[src/rtl/block_deinterleaver.sv]
// Ping-pong block de-interleaver: collects N_ROWS*N_COLS coded bits and streams them out column-major.
// Define DEINT_BYPASS_EN to add the 'bypass' port, which passes bits straight through when the banks are idle.
module block_deinterleaver #(
  parameter int N_ROWS = 6,
  parameter int N_COLS = 8
) (
  input  logic       Clk,
  input  logic       reset,
`ifdef DEINT_BYPASS_EN
  input  logic       bypass,
`endif
  input  logic       in_bit,
  input  logic       in_valid,
  output logic       in_ready,
  output logic       out_bit,
  output logic       out_valid,
  output logic       out_sof,
  output logic [7:0] frames_out,
  output logic       drop_err
);

  localparam int F  = N_ROWS * N_COLS;
  localparam int PW = $clog2(F);
  localparam int CW = (N_COLS > 1) ? $clog2(N_COLS) : 1;
  localparam logic [PW-1:0] LAST     = PW'(F - 1);
  localparam logic [PW-1:0] ROW_STEP = PW'(N_ROWS);
  localparam logic [PW-1:0] COL_WRAP = PW'((N_COLS - 1) * N_ROWS - 1);
  localparam logic [CW-1:0] LAST_COL = CW'(N_COLS - 1);

  typedef enum logic {IDLE, STREAM} state_t;

  state_t        r_state;
  logic [F-1:0]  r_bank [2];
  logic [1:0]    r_full;
  logic          r_wsel;
  logic          r_rsel;
  logic [PW-1:0] r_wptr;
  logic [PW-1:0] r_rptr;
  logic [PW-1:0] r_raddr;
  logic [CW-1:0] r_rcol;
  logic          w_bypass;
  logic          w_accept;
  logic          w_wdone;

`ifdef DEINT_BYPASS_EN
  logic          r_bypass;
  logic [PW-1:0] r_bypCnt;
  assign w_bypass = r_bypass;
`else
  assign w_bypass = 1'b0;
`endif

  assign in_ready = w_bypass | ~r_full[r_wsel];
  assign w_accept = in_valid & in_ready & ~w_bypass;
  assign w_wdone  = w_accept && (r_wptr == LAST);

  always_ff @(posedge Clk) begin
    if (reset) begin
      r_wptr   <= '0;
      r_wsel   <= 1'b0;
      drop_err <= 1'b0;
    end else begin
      if (w_accept) begin
        r_bank[r_wsel][r_wptr] <= in_bit;
        if (r_wptr == LAST) begin
          r_wptr <= '0;
          r_wsel <= ~r_wsel;
        end else begin
          r_wptr <= r_wptr + 1'b1;
        end
      end
      if (in_valid && !in_ready) drop_err <= 1'b1;
    end
  end

  // Read address walks down a column in steps of N_ROWS, then jumps back to the top of the next column.
  always_ff @(posedge Clk) begin
    if (reset) begin
      r_state    <= IDLE;
      r_full     <= '0;
      r_rsel     <= 1'b0;
      r_rptr     <= '0;
      r_raddr    <= '0;
      r_rcol     <= '0;
      out_bit    <= 1'b0;
      out_valid  <= 1'b0;
      out_sof    <= 1'b0;
      frames_out <= '0;
`ifdef DEINT_BYPASS_EN
      r_bypass   <= 1'b0;
      r_bypCnt   <= '0;
`endif
    end else begin
      out_valid <= 1'b0;
      out_sof   <= 1'b0;
      case (r_state)
        IDLE: begin
          if (r_full[r_rsel]) begin
            r_state <= STREAM;
            r_rptr  <= '0;
            r_raddr <= '0;
            r_rcol  <= '0;
          end
        end
        STREAM: begin
          out_bit   <= r_bank[r_rsel][r_raddr];
          out_valid <= 1'b1;
          out_sof   <= (r_rptr == '0);
          if (r_rptr == LAST) begin
            r_full[r_rsel] <= 1'b0;
            r_rsel         <= ~r_rsel;
            frames_out     <= frames_out + 8'd1;
            r_rptr         <= '0;
            r_raddr        <= '0;
            r_rcol         <= '0;
            // Also chain onto a bank finishing this very edge, so a writer stalled one cycle leaves no output gap.
            if (!r_full[~r_rsel] && !(w_wdone && (r_wsel == ~r_rsel))) r_state <= IDLE;
          end else begin
            r_rptr <= r_rptr + 1'b1;
            if (r_rcol == LAST_COL) begin
              r_rcol  <= '0;
              r_raddr <= r_raddr - COL_WRAP;
            end else begin
              r_rcol  <= r_rcol + 1'b1;
              r_raddr <= r_raddr + ROW_STEP;
            end
          end
        end
        default: r_state <= IDLE;
      endcase
      if (w_wdone) r_full[r_wsel] <= 1'b1;
`ifdef DEINT_BYPASS_EN
      if (!r_bypass) r_bypCnt <= '0;
      if (r_bypass) begin
        out_valid <= in_valid;
        if (in_valid) begin
          out_bit  <= in_bit;
          out_sof  <= (r_bypCnt == '0);
          r_bypCnt <= (r_bypCnt == LAST) ? '0 : r_bypCnt + 1'b1;
        end
      end
      if (r_state == IDLE && r_full == 2'b00 && r_wptr == '0) r_bypass <= bypass;
`endif
    end
  end

endmodule

[config.mk]
export PLATFORM = sky130hd
export DESIGN_NAME = block_deinterleaver
export DESIGN_NICKNAME = d
export VERILOG_FILES = /design/src/rtl/block_deinterleaver.sv
export SDC_FILE = /design/constraint.sdc
export NUM_CORES = 1
export LEC_CHECK = 0
export ABC_AREA = 1
export CAP_MARGIN = 25
export CORE_MARGIN = 2
export CORE_UTILIZATION = 30
export DETAILED_ROUTE_END_ITERATION = 8
export PLACE_DENSITY = 0.52
export SETUP_SLACK_MARGIN = 0.1
export SYNTH_ARGS = -nofsm -noshare
export SYNTH_HDL_FRONTEND = slang
export SYNTH_SLANG_ARGS = --single-unit
[constraint.sdc]
create_clock -name Clk -period 1.54 [get_ports Clk]
set_clock_uncertainty 0.05 [all_clocks]
set_input_delay 0.308 -clock Clk [delete_from_list [all_inputs] [get_ports Clk]]
set_output_delay 0.308 -clock Clk [all_outputs]
set_load 0.005 [all_outputs]
==> results by group <==
Worst setup path
  – Crit path DAT: 1830 ps
  – Critical Path Most Common Cell: nand2_2
  – Max Fanout on Critical Path: 4
  – Crit path launch type: register
  – Crit path capture type: register
  – RR Startpoint: r_wsel
  – CP startpoint: r_wsel
  – Cell family with most CP delay: simple AND/OR/NAND/NOR gates
  – Setup CP Type: register to register
  – CP Cell Sequence: inv_4, nand2_2, nand2_2, inv_2, buf_6, nand2_4, clkinv_8, nand2_8, buf_4, nor3_4, nand2_2, nor2_2
  – Flop2flop setup slack: -220 ps
  – CP max-delay cell: dfxtp_4
  – Worst Path Buf+Inv: 5
  – Critical Path RT: 1620 ps
  – CP peak stage delay: 370 ps

Logic synthesis
  – Netlist cell types: 34
  – Flops & latches, synth: 135
  – Post-synth top area share: 43.63%
  – Sequential element share of the synthesized area: 55.44%
  – Syn Inst Count: 789
  – Mapped Area: 0.006608 mm^2
  – Mean area per synthesized cell: 8.375 um^2
  – Post-synth top area cell: edfxtp_1
  – Leading post-synthesis cells by cell area: edfxtp_1, nand2_1, dfxtp_1
  – Syn nets: 801
  – YS warnings: 0

Drt
  – Antenna viol nets, final: 0
  – DRC errors left: 0
  – Drt pass-1 iters: 5
  – Via count: 5512
  – DRT Wirelength: 17490 um
  – WL per Instance: 14.71 um
  – Violation count after the first detailed-route iteration: 385
  – Vias per inst: 4.636

Floorplanning
  – Row cnt: 54
  – Core area: 0.02169 mm^2
  – Die Height: 152.4 um
  – I/O pin cnt: 17
  – Die Wd: 152.4 um
  – Die area: 0.02323 mm^2
  – Initial core utilization: 30.47%

GRT
  – First-pass GRT wire length: 27080 um
  – Vias in the first global route: 5348
  – Antenna violations before repair: 0
  – Remaining Overflow, GRT: 0
  – Largest net degree at the start of global routing: 97
  – Total GRT Usage: 14.68%

STA
  – Setup violators final: 109
  – Final Cycle Share: 114.0%
  – Relative slew slack: 50.02%
  – Tightest hold margin: 354.7 ps
  – Max Fclk: 0.5698 GHz
  – Max Transition Viols Final: 0
  – Post-route setup slack: -215.2 ps
  – Unrepaired setup endpoints after global routing: true
  – Post-layout min period: 1755 ps
  – Least-Margin Pin Slew: 749.7 ps
  – Final hold vios: 0

Hold path
  – Hold Crit Class: primary input to register
  – HP Start: in_bit

Power
  – Clock Power Share: 48.9%
  – Leakage: 3.608 nW
  – Overall Power: 8.094 mW
  – Seq pwr share: 48.1%
  – Sw Ratio: 21.57%
  – NetSw: 1.746 mW
  – Internal power: 6.348 mW
  – Comb pwr share: 3.0%
  – P per Cell Area: 863.1 mW/mm^2
  – Peak supply drop: 0.5827 mV

CTS
  – Maximum clock path buffer count: 2
  – H-Tree Level Count: 4
  – Clock Sinks: 135
  – Clock transition at the registers of the reported paths: 60 ps
  – Root buf cell: clkbuf_16
  – Total CTS buffers: 17
  – Clock Latency Late Sink: 420 ps
  – CTS tree: yes

Finish
  – ANT cells: 0
  – Net count, final: 908
  – Fin util: 43.24%
  – Final Cell Area: 0.009378 mm^2
  – Ratio of cells with drive above 1 in the final layout: 37.51%
  – Seq. cell area: 0.003692 mm^2
  – Layout area overhead: 41.92%
  – Multi-input logic area: 0.003216 mm^2
  – Fillers: 2065

Placement
  – Cell Area, Placed: 0.007789 mm^2
  – Port bufs: 16
  – Routability cong.: 0.7824
  – Setup Slack @ Placement: -442.6 ps
  – Post-DP HPWL: 10410 um

Run status
  – Status: complete, but fails checks
  – Violated checks: setup timing

Flow run
  – MaxCap Viol Count: 0
-- cell usage after synthesis --
cell type and count:
o21ai_0 29, a32oi_1 1, nor4_1 1, buf_2 11
nand2_1 211, nor3b_1 1, inv_2 4, clkinv_2 1
buf_1 1, a21oi_1 33, o31ai_1 1, nand3_1 55
dfxtp_1 39, xor2_1 4, o211ai_1 1, clkbuf_1 18
nor2_2 3, o22ai_1 1, o221a_2 1, edfxtp_1 96
nand4_1 1, buf_4 6, nand2_4 3, nor2_1 145
nor3_1 24, o21a_1 1, ha_1 8, nor3_2 3
nand3_2 3, nor4_4 2, nor3_4 3, xnor2_1 1
o21ai_1 4, inv_1 73
-- sequential cells by signal (all words and copies together), names as in the netlist, 2 cells and up, named ones only --
register    flops
r_wptr          6
r_raddr         6
r_full          2
frames_out      8
r_rcol          3
r_bank         96
r_rptr          6
-- per-layer routing --
| metal | track usage [%] | share of wire (%) |
|---|---|---|
| met1 | 18.09 | 44 |
| met2 | 25.01 | 51 |
| met3 | 3.328 | 3.3 |
| met4 | 5.820 | 1.4 |
| met5 | 0 | 0 |
-- power groups by stage --
stage                     combinational, mW  clock, mW  sequential (mW)
after global placement                0.199          0             3.97
after floorplan                      0.0856          0             3.97
after detailed placement              0.199          0             3.97
final                                 0.243       3.96             3.89
after global routing                  0.265       4.18             3.89
after CTS                             0.223       4.03             3.89
-- path summary, 6_finish.rpt --
kind,to,cells past startpoint
min,r_bank[1][23],2
max reg2reg,r_bank[1][38],12
min reg2reg,frames_out[7],2
max,r_bank[1][38],12
-- per-stage QoR --
stage,std cells,setup TNS [ps]
final,1189,-12710
after global routing,1189,-23130
after CTS,1179,-13760
after detailed placement,1129,-40640
after global placement,1129,-39070
after floorplan,789,-5044
-- timing repair --
item / 4_1_cts / 5_1_grt
setup endpoints to repair: 137 / 133
hold buffers: 0 / 0
gates resized for setup: 108 / 130
hold endpoints to repair: 0 / 0
buffers inserted: 17 / 7
gates cloned: 1 / 3
pin swaps: 30 / 35
-- cell type report --
cell class | count | area share [%]
clock buffers | 17 | 4.536
clock inverters | 15 | 1.614
inverters | 78 | 3.442
multi-input cells | 540 | 34.29
flip-flops and latches | 135 | 39.37
well taps | 280 | 3.736
repair buffers | 124 | 13.01
-- cell families (layout without fill, tap and decap cells) --
family	after synthesis	after routing	share of synthesized area [%]
DFF	135	135	55.44
adders and majority gates	8	8	1.515
AOI/OAI and AO/OA	72	72	5.738
xor gates and xnor gates	5	5	0.6627
and+or+nand+nor	455	455	29.60
buffers and inverters	114	234	7.044
-- placed cells by master, fill, tap and decap left out, types with 14 or more instances in the layout --
cell       count
dfxtp_1       22
edfxtp_1      96
o21ai_1       14
buf_6         19
dfxtp_2       14
nand2_1      162
buf_4         75
nor2_2        40
a21oi_2       14
a21oi_1       18
nand3_2       15
nor2_1        99
clkbuf_16     20
o21ai_0       15
nand3_1       40
nand2_2       39
inv_1         63
(Power assumes the default switching activity.)
